File: config.mk
export PLATFORM = sky130hd
export DESIGN_NAME = wav_header_parser
export DESIGN_NICKNAME = d
export VERILOG_FILES = /design/src/rtl/wav_header_parser.sv
export SDC_FILE = /design/constraint.sdc
export NUM_CORES = 1
export LEC_CHECK = 0
export BUFFER_PORTS_ARGS = -buffer_cell sky130_fd_sc_hd__buf_2
export CAP_MARGIN = 40
export CORE_MARGIN = 8
export CORE_UTILIZATION = 50
export CTS_CLUSTER_DIAMETER = 50
export DETAILED_ROUTE_END_ITERATION = 16
export GPL_ROUTABILITY_DRIVEN = 0
export PLACE_DENSITY = 0.7
export SETUP_SLACK_MARGIN = 0.02
export SLEW_MARGIN = 10
export SYNTH_ARGS = -nofsm -noshare
export SYNTH_HDL_FRONTEND = slang
export SYNTH_SLANG_ARGS = --single-unit
File: constraint.sdc
create_clock -name clk_sys -period 9.9 [get_ports clk_sys]
set_input_delay 0.99 -clock clk_sys [delete_from_list [all_inputs] [get_ports clk_sys]]
set_output_delay 0.99 -clock clk_sys [all_outputs]
set_load 0.02 [all_outputs]
File: src/rtl/wav_header_parser.sv
// rtl/wav_header_parser.sv - on-the-fly RIFF/WAVE header parser for the ioctl download stream
// Publishes PCM format fields and the DDRAM location/length of the 'data' payload.
module wav_header_parser #(
  parameter int ADDR_W  = 25,
  parameter int MAX_HDR = 4096
) (
  input  logic              clk_sys,
  input  logic              reset,
  input  logic              dl_active,
  input  logic              dl_wr,
  input  logic [ADDR_W-1:0] dl_addr,
  input  logic [7:0]        dl_data,
  output logic              busy,
  output logic              hdr_valid,
  output logic              hdr_error,
  output logic [2:0]        err_code,
  output logic [15:0]       num_channels,
  output logic [31:0]       sample_rate,
  output logic [15:0]       bits_per_sample,
  output logic [15:0]       block_align,
  output logic [ADDR_W-1:0] data_addr,
  output logic [31:0]       data_len
);

  typedef enum logic [3:0] {
    IDLE, RIFF_ID, RIFF_SIZE, WAVE_ID, CK_ID, CK_SIZE, FMT_BODY, SKIP, DONE, ERR
  } state_t;

  localparam logic [2:0] E_RIFF = 3'd1, E_WAVE = 3'd2, E_FMT = 3'd3, E_NOFMT = 3'd4;
  localparam logic [2:0] E_TRUNC = 3'd5, E_LONG = 3'd6, E_GAP = 3'd7;
  // Tags stored little-endian so byte lane n holds the n-th character.
  localparam logic [31:0] TAG_RIFF = 32'h4646_4952;
  localparam logic [31:0] TAG_WAVE = 32'h4556_4157;
  localparam logic [31:0] ID_FMT   = 32'h2074_6d66;
  localparam logic [31:0] ID_DATA  = 32'h6174_6164;

  state_t            state;
  logic              act_q;
  logic [ADDR_W-1:0] exp_addr;
  logic [1:0]        cnt;
  logic [3:0]        off;
  logic [31:0]       ck_id;
  logic [31:0]       sz;
  logic [32:0]       skip;
  logic [7:0]        fmt_lo;
  logic              fmt_seen;

  logic        rise, fall, parsing, consume, last;
  logic        bad, accept;
  logic [2:0]  bad_code;
  logic [7:0]  tag_byte;
  logic [31:0] sz_full;
  logic [32:0] skip_chunk, skip_fmt;

  assign rise       = dl_active & ~act_q;
  assign fall       = ~dl_active & act_q;
  assign parsing    = state inside {RIFF_ID, RIFF_SIZE, WAVE_ID, CK_ID, CK_SIZE, FMT_BODY, SKIP};
  assign consume    = dl_wr & parsing & ~rise;
  assign last       = (cnt == 2'd3);
  assign sz_full    = {dl_data, sz[23:0]};
  assign skip_chunk = {1'b0, sz_full} + {32'd0, sz_full[0]};
  assign skip_fmt   = {1'b0, sz - 32'd16} + {32'd0, sz[0]};

  // Verdict on the byte currently presented; only acted on when it is consumed.
  always_comb begin
    bad      = 1'b0;
    bad_code = 3'd0;
    accept   = 1'b0;
    tag_byte = (state == WAVE_ID) ? TAG_WAVE[{cnt, 3'b000} +: 8] : TAG_RIFF[{cnt, 3'b000} +: 8];
    if (dl_addr != exp_addr) begin
      bad      = 1'b1;
      bad_code = E_GAP;
    end else if (dl_addr >= ADDR_W'(MAX_HDR)) begin
      bad      = 1'b1;
      bad_code = E_LONG;
    end else begin
      case (state)
        RIFF_ID: if (dl_data != tag_byte) begin
          bad      = 1'b1;
          bad_code = E_RIFF;
        end
        WAVE_ID: if (dl_data != tag_byte) begin
          bad      = 1'b1;
          bad_code = E_WAVE;
        end
        CK_SIZE: if (last) begin
          if (ck_id == ID_FMT && sz_full < 32'd16) begin
            bad      = 1'b1;
            bad_code = E_FMT;
          end else if (ck_id == ID_DATA) begin
            if (!fmt_seen) begin
              bad      = 1'b1;
              bad_code = E_NOFMT;
            end else begin
              accept = 1'b1;
            end
          end
        end
        FMT_BODY: if (off == 4'd1 && {dl_data, fmt_lo} != 16'd1) begin
          bad      = 1'b1;
          bad_code = E_FMT;
        end
        default: ;
      endcase
    end
  end

  always_ff @(posedge clk_sys) begin
    // Reset samples dl_active so a download already in flight is ignored, not restarted.
    act_q <= dl_active;
    if (reset || rise) begin
      state           <= reset ? IDLE : RIFF_ID;
      busy            <= ~reset;
      hdr_valid       <= 1'b0;
      hdr_error       <= 1'b0;
      err_code        <= 3'd0;
      num_channels    <= 16'd0;
      sample_rate     <= 32'd0;
      bits_per_sample <= 16'd0;
      block_align     <= 16'd0;
      data_addr       <= '0;
      data_len        <= 32'd0;
      exp_addr        <= '0;
      cnt             <= 2'd0;
      off             <= 4'd0;
      ck_id           <= 32'd0;
      sz              <= 32'd0;
      skip            <= 33'd0;
      fmt_lo          <= 8'd0;
      fmt_seen        <= 1'b0;
    end else begin
      if (consume) begin
        exp_addr <= exp_addr + 1'b1;
        if (bad) begin
          state     <= ERR;
          hdr_error <= 1'b1;
          busy      <= 1'b0;
          err_code  <= bad_code;
        end else begin
          case (state)
            RIFF_ID: begin
              cnt <= cnt + 1'b1;
              if (last) state <= RIFF_SIZE;
            end
            RIFF_SIZE: begin
              cnt <= cnt + 1'b1;
              if (last) state <= WAVE_ID;
            end
            WAVE_ID: begin
              cnt <= cnt + 1'b1;
              if (last) state <= CK_ID;
            end
            CK_ID: begin
              ck_id[{cnt, 3'b000} +: 8] <= dl_data;
              cnt <= cnt + 1'b1;
              if (last) state <= CK_SIZE;
            end
            CK_SIZE: begin
              sz[{cnt, 3'b000} +: 8] <= dl_data;
              cnt <= cnt + 1'b1;
              if (last) begin
                if (ck_id == ID_FMT) begin
                  off   <= 4'd0;
                  state <= FMT_BODY;
                end else if (accept) begin
                  data_addr <= exp_addr + 1'b1;
                  data_len  <= sz_full;
                  hdr_valid <= 1'b1;
                  busy      <= 1'b0;
                  state     <= DONE;
                end else begin
                  skip  <= skip_chunk;
                  state <= (skip_chunk == 33'd0) ? CK_ID : SKIP;
                end
              end
            end
            FMT_BODY: begin
              off <= off + 1'b1;
              case (off)
                4'd0:  fmt_lo                <= dl_data;
                4'd2:  num_channels[7:0]     <= dl_data;
                4'd3:  num_channels[15:8]    <= dl_data;
                4'd4:  sample_rate[7:0]      <= dl_data;
                4'd5:  sample_rate[15:8]     <= dl_data;
                4'd6:  sample_rate[23:16]    <= dl_data;
                4'd7:  sample_rate[31:24]    <= dl_data;
                4'd12: block_align[7:0]      <= dl_data;
                4'd13: block_align[15:8]     <= dl_data;
                4'd14: bits_per_sample[7:0]  <= dl_data;
                4'd15: begin
                  bits_per_sample[15:8] <= dl_data;
                  fmt_seen              <= 1'b1;
                  skip                  <= skip_fmt;
                  state                 <= (skip_fmt == 33'd0) ? CK_ID : SKIP;
                end
                default: ;
              endcase
            end
            SKIP: begin
              skip <= skip - 33'd1;
              if (skip == 33'd1) state <= CK_ID;
            end
            default: ;
          endcase
        end
      end
      // A final byte that concludes the parse outranks the truncation it arrives with.
      if (fall && busy && !(consume && (bad || accept))) begin
        state     <= ERR;
        hdr_error <= 1'b1;
        busy      <= 1'b0;
        err_code  <= E_TRUNC;
      end
    end
  end

endmodule

==> reports/qor.yml, run 1 <==
outcome: "completed"
hold_slack_ns: 0.450
clkSlewWorstSetupHoldPaths_ns: 0.06
cts_resized: 0
syn_inst: 1908
numCtsBuffers: 38
cts_buffer_depth: 3
yosysMostFrequentCell: "dfxtp_1"
power_density_mw_per_mm2: 152
initialDrtViolationCount: 1188
grt_pass1_vias: 13880
area_delta_synth_final_pct: 15.5
synth_area_mm2: 0.0152
final-hold-violation-count: 0
cp_max_fo: 18
critical_path_class: "flip-flop to flip-flop"
grt_max_degree: 59
finalSetupTns_ns: 0
initial_utilization: 0.502
min_period_ns: 4.94
grt_pass1_wl_um: 74400
final_max_slew_viol_count: 0
synth_edf_count: 5
crit_path_start_kind: "flip-flop"
cts_root_buf: "clkbuf_16"
drt-total-wl_um: 46900
finalSetupViolCount: 0
peakVddDrop_uv: 159
rsz0062_at_grt: "no"
fmaxAchievable_mhz: 203
insertion_delay_ns: 0.53
cp-end-kind: "flip-flop"
grt-ovfl-total: 0
reg2reg_from: "sz[4]$_SDFFE_PP0P_"
dieArea_mm2: 0.0362
fin_nets: 2057
ctsHoldBuffers: 0
finalCritPeriodShare: 0.499
ys_seq_elements: 285
post_cts_buffers: 0
ys_seq_area_frac: 0.379
cap_violations: 0
cts.htree.levels: 2
worst_ep_required_time_ns: 10.17
synthArstFlopShare: 0
synthTopCellsByArea: "dfxtp_1, mux2i_1, nor2_1"
die_x_um: 190
grt_antenna_before_repair: 1
io_buffers: 179
synth-warning-count: 0
wl_per_cell_um: 19.3
synth_nets: 1961
yosys.area.top_type: "dfxtp_1"
cts_sinks: 285
rows: 64
vias_per_cell: 5.95
slew_headroom: 0.367
avgSynthCellArea_um2: 7.96
holdCritStartpoint: "data_len[9]$_SDFFE_PP0P_"
cts_tree: "built"
drtAntennaViolNets: 0
crit_start: "sz[4]$_SDFFE_PP0P_"
tightest_slew_ns: 0.949
yosys-top-cells-count: "dfxtp_1, nor2_1, nand2_1"
dr.pass1.iters: 5
io_pins: 180
yosysUniqueCellTypes: 77
synth_flop_cell: "dfxtp_1"
cp.arrival_ns: 5.21
dieHeight_um: 190
drcViolationCount: 0
dr_total_vias: 14439
leakage_nw: 7.57
finClkSkew_ns: 0.0169
min_path_type: "flip-flop to flip-flop"
dpl.hpwl_um: 33200
core_mm2: 0.0303
grt_use_total: 0.250
netlist.area_leader.share: 0.369
drive_gt1_frac: 0.140
[layer usage]
| metal | routed length (µm) | GRT usage | part of all wire |
|---|---|---|---|
| met2 | 22200 | 0.415 | 0.47 |
| met3 | 3380 | 0.0461 | 0.072 |
| met4 | 1930 | 0.106 | 0.041 |
| met1 | 19400 | 0.316 | 0.41 |
| met5 | 11 | 0 | 0.00023 |
[logic make-up after synthesis]
group	synth area share
multiplexers	0.0752
AND/OR/NAND/NOR	0.276
buffers and inverters	0.0415
XOR/XNOR	0.0894
AO/OA/AOI/OAI	0.125
adder cells (fa/ha/maj)	0.0138
flip-flops	0.379
[state kept, by name, indices dropped and copies added, names as in the netlist]
signal,flops
data_addr,25
cnt,2
err_code,3
fmt_seen,1
hdr_error,1
sample_rate,32
state,4
busy,1
block_align,16
off,4
sz,32
bits_per_sample,16
fmt_lo,8
data_len,32
hdr_valid,1
skip,33
exp_addr,25
ck_id,32
num_channels,16
act_q,1
[final timing paths]
path	endpoint	slack (ns)	cells past startpoint
max reg2reg	state[1]$_SDFFCE_PP0P_	4.96	12
max	state[1]$_SDFFCE_PP0P_	4.96	12
min reg2reg	data_len[9]$_SDFFE_PP0P_	0.45	2
min	data_len[9]$_SDFFE_PP0P_	0.45	2
[through the flow]
step | setup slack [ns] | instances | power [mW] | cell area (µm²) | util
after floorplan | 5.59 | 1908 | 1.25 | 15200 | -
after global placement | 5.06 | 2353 | 1.29 | 16100 | 0.533
after detailed placement | 5.05 | 2360 | 1.29 | 16200 | 0.537
after CTS | 5.06 | 2427 | 2.68 | 17500 | 0.579
after global routing | 4.71 | 2427 | 2.74 | 17500 | 0.579
final | 4.96 | 2428 | 2.66 | 17500 | 0.579
[cell type report]
class | count | area (µm²)
inverter | 19 | 71.3
tap | 396 | 495
clock buffer | 49 | 1050
fill | 2791 | 12700
clock inverter | 18 | 234
sequential | 285 | 5760
antenna | 1 | 2.50
multi-input combinational | 1460 | 8820
timing repair buffer | 200 | 1100
[report_power, final]
group	internal [mW]	leakage (nW)	switching (mW)
Clock	0.864	0.633	0.527
Combinational	0.0294	4.63	0.0797
Sequential	1.15	2.31	0.00670
Total	2.05	7.57	0.614
[placed cells by master, fill, tap and decap left out, drive strengths merged, types with 29 or more instances in the layout]
| cell type | count |
|---|---|
| nand4 | 29 |
| nand3 | 95 |
| o21ai | 66 |
| nor3 | 54 |
| a21oi | 124 |
| and3 | 36 |
| mux2i | 114 |
| buf | 200 |
| xor2 | 82 |
| nor4 | 36 |
| and2 | 40 |
| dfxtp | 280 |
| nand2 | 230 |
| xnor2 | 73 |
| nor2 | 239 |
| clkbuf | 49 |
[worst max-delay path, cell delays in order, from the launching register on]
cell	delay [ns]
dfxtp_1	0.48
inv_1	0.22
ha_1	0.42
or4b_1	0.55
or3_1	0.48
o311a_1	0.40
or4_1	0.61
nor3_2	0.44
mux2i_1	0.24
a211oi_1	0.13
nor4_2	0.31
a21oi_1	0.16
o211a_1	0.25
No activity file was read; power rests on OpenSTA's default activity.
==> inputs of run 2 (changes only) <==
--- a/config.mk
+++ b/config.mk
@@ -5,6 +5,7 @@
 export SDC_FILE = /design/constraint.sdc
 export NUM_CORES = 1
 export LEC_CHECK = 0
+export ABC_AREA = 1
 export BUFFER_PORTS_ARGS = -buffer_cell sky130_fd_sc_hd__buf_2
 export CAP_MARGIN = 40
 export CORE_MARGIN = 8
@@ -12,7 +13,7 @@
 export CTS_CLUSTER_DIAMETER = 50
 export DETAILED_ROUTE_END_ITERATION = 16
 export GPL_ROUTABILITY_DRIVEN = 0
-export PLACE_DENSITY = 0.7
+export PLACE_DENSITY = 0.72
 export SETUP_SLACK_MARGIN = 0.02
 export SLEW_MARGIN = 10
 export SYNTH_ARGS = -nofsm -noshare
==> constraint.sdc (replaced) <==
create_clock -name clk_sys -period 4.27 [get_ports clk_sys]
set_input_delay 0.427 -clock clk_sys [delete_from_list [all_inputs] [get_ports clk_sys]]
set_output_delay 0.427 -clock clk_sys [all_outputs]
set_load 0.02 [all_outputs]
==> run 2 against run 1 <==
- non-clock buffer count is 6 higher
- die area increased by 6.9%
- synthesized area is 7.6% higher
- largest power group unchanged
- count of clock-buffer cells in the layout is 4 higher
- synthesized cell count is 32% higher
- register-to-register slack lost 4.1 ns
- sequential cell count unchanged
- utilization shrank 0.065 points
- critical path type unchanged
==> reports/qor.yml, run 2 <==
yosys.area.top_type: "dfxtp_1"  # unchanged
cp.arrival_ns: 3.86  # was 5.21 ns
finClkSkew_ns: 0.0242  # was 0.0169 ns
dieHeight_um: 197  # was 190 µm
synth_edf_count: 5  # unchanged
largest_register_ffs: 33  # unchanged
yosysUniqueCellTypes: 47  # was 77
outcome: "completed"  # unchanged
yosys-top-cells-count: "nand2_1, nor2_1, nand3_1"  # was dfxtp_1, nor2_1, nand2_1
power_density_mw_per_mm2: 328  # was 152 mW/mm²
cp-end-kind: "flip-flop"  # unchanged
numCtsBuffers: 38  # unchanged
core_mm2: 0.0324  # was 0.0303 mm²
area_delta_synth_final_pct: 14.6  # was 15.5%
grt-ovfl-total: 0  # unchanged
nFillCells: 3149  # was 2791
grt_pass1_vias: 16351  # was 13880
layout_common_cells: "nand2_1, nor2_1, nand3_1, dfxtp_1, inv_1"  # was dfxtp_1, nor2_1, nand2_1, buf_2, a21oi_1
synthArstFlopShare: 0  # unchanged
syn_inst: 2527  # was 1908
io_buffers: 179  # unchanged
fmaxAchievable_mhz: 292  # was 203 MHz
cts_sinks: 285  # unchanged
dr.pass1.iters: 6  # was 5
die_x_um: 197  # was 190 µm
final_max_slew_viol_count: 0  # unchanged
worst_ep_required_time_ns: 4.70  # was 10.17 ns
num_antenna_cells: 0  # was 1
io_pins: 180  # unchanged
clkSlewWorstSetupHoldPaths_ns: 0.06  # about the same
rsz0062_at_grt: "no"  # unchanged
drtAntennaViolNets: 0  # unchanged
slew_headroom: 0.510  # was 0.367
cap_violations: 0  # unchanged
layout_commonest_cell: "nand2_1"  # was dfxtp_1
finalCritPeriodShare: 0.802  # was 0.499
tightest_slew_ns: 0.735  # was 0.949 ns
cts_root_buf: "clkbuf_16"  # unchanged
wl_per_cell_um: 16.9  # was 19.3 µm
cts.htree.levels: 2  # unchanged
finalSetupViolCount: 0  # unchanged
cts_buffer_depth: 3  # unchanged
netlist.area_leader.share: 0.343  # was 0.369
grt_max_degree: 102  # was 59
ys_seq_elements: 285  # unchanged
fin_nets: 2715  # was 2057
cp_max_fo: 27  # was 18
synth_nets: 2580  # was 1961
rows: 66  # was 64
min_path_type: "input port to flip-flop"  # was flip-flop to flip-flop
dr_total_vias: 17318  # was 14439
max_flop_register: "skip"  # unchanged
crit_path_start_kind: "flip-flop"  # unchanged
min_period_ns: 3.42  # was 4.94 ns
finalSetupTns_ns: 0  # unchanged
avgSynthCellArea_um2: 6.46  # was 7.96 µm²
critical_path_class: "flip-flop to flip-flop"  # unchanged
yosysMostFrequentCell: "nand2_1"  # was dfxtp_1
cts_tree: "built"  # unchanged
initialDrtViolationCount: 1429  # was 1188
synth_area_mm2: 0.0163  # was 0.0152 mm²
synth-warning-count: 0  # unchanged
vias_per_cell: 5.53  # was 5.95
peakVddDrop_uv: 284  # was 159 µV
synth_flop_cell: "dfxtp_1"  # unchanged
grt_pass1_wl_um: 85200  # was 74400 µm
drcViolationCount: 0  # unchanged
dpl.hpwl_um: 39300  # was 33200 µm
drt-total-wl_um: 53000  # was 46900 µm
final-hold-violation-count: 0  # unchanged
insertion_delay_ns: 0.56  # was 0.53 ns
drive_gt1_frac: 0.126  # was 0.140
grt_use_total: 0.266  # was 0.250
leakage_nw: 8.71  # was 7.57 nW
ys_seq_area_frac: 0.352  # was 0.379
post_cts_buffers: 0  # unchanged
post-route-util: 0.578  # was 0.579
grt_antenna_before_repair: 0  # was 1
dieArea_mm2: 0.0387  # was 0.0362 mm²
synthTopCellsByArea: "dfxtp_1, nand2_1, nand3_1"  # was dfxtp_1, mux2i_1, nor2_1
initial_utilization: 0.505  # was 0.502
## run 2: changes by cell type after synthesis, moves of 51 or more
cell	delta
nand3_1	+207
a21oi_1	+65
xnor2_1	-51
mux2i_1	-114
nor2_1	+143
clkbuf_1	-53
inv_1	+224
nand2_1	+306
## run 2: report_power, final
| part | internal, mW | total, mW | switching, mW |
|---|---|---|---|
| clock | 1.83 | 3.10 | 1.26 |
| sequential | 2.69 | 2.72 | 0.0265 |
| combinational | 0.0980 | 0.324 | 0.226 |
## run 2: worst paths after layout
kind | start | end | slack [ns] | cells past startpoint
worst max-delay path | state[0]$_DFFE_PP_ | sz[30]$_SDFFE_PP0P_ | 0.85 | 9
worst min-delay path | reset | busy$_SDFFCE_PN0P_ | 0.22 | 2
worst max register to register | state[0]$_DFFE_PP_ | sz[30]$_SDFFE_PP0P_ | 0.85 | 9
worst min register to register | ck_id[2]$_SDFFE_PP0P_ | ck_id[2]$_SDFFE_PP0P_ | 0.44 | 2
## run 2: final cells by class
cell class              instances  area (µm²)  share of cell area
clock buffers                  53        1070              0.0570
clock inverters                13         156             0.00835
inverters                     258         968              0.0517
multi-input cells            1873        9090               0.485
flip-flops and latches        285        5760               0.307
well taps                     442         553              0.0295
repair buffers                206        1130              0.0605
## run 2: logic make-up (layout without fill, tap and decap cells)
group	after synthesis	in the layout	share of synthesized area
AOI/OAI and AO/OA	359	359	0.117
xor gates and xnor gates	92	92	0.0493
adders and majority gates	16	16	0.0123
buffers and inverters	369	530	0.0916
DFF	285	285	0.352
and+or+nand+nor	1406	1406	0.377
## run 2: metal layers
metal	wire (µm)	share of wire	vias up	GRT usage
met2	24100	0.46	776	0.430
met5	0	0	-	0
met4	2470	0.047	0	0.130
met3	4560	0.086	148	0.0517
li1	-	-	8508	-
met1	21800	0.41	7886	0.338
## run 2: repair_timing
action | 4_1_cts | 5_1_grt
endpoints found under the hold margin | 1 | 0
hold buffers | 1 | 0
setup endpoints to repair | 0 | 0
gates resized for setup | 0 | 0
## run 2: metrics by stage
step | power (mW) | hold slack (ns) | instance area (µm²) | setup WS (ns) | cells
3_5_place_dp | 3.09 | 0.437 | 17500 | 0.783 | 3063
6_report | 6.14 | 0.220 | 18700 | 0.846 | 3130
2_1_floorplan | 2.98 | 0.419 | 16300 | 1.70 | 2527
3_3_place_gp | 3.08 | 0.428 | 17400 | 0.812 | 3061
4_1_cts | 6.17 | 0.210 | 18700 | 0.897 | 3130
5_1_grt | 6.32 | 0.222 | 18700 | 0.425 | 3130
## run 2: worst max-delay path: stages (launching register included)
cell      delay [ns]
edfxtp_1        0.48
inv_1           0.13
a31oi_1         0.32
nand2_1         0.36
nor2_1          0.57
nand3_4         0.22
nor2_4          0.53
nand2_1         0.32
o21ai_0         0.28
nor2_1          0.07
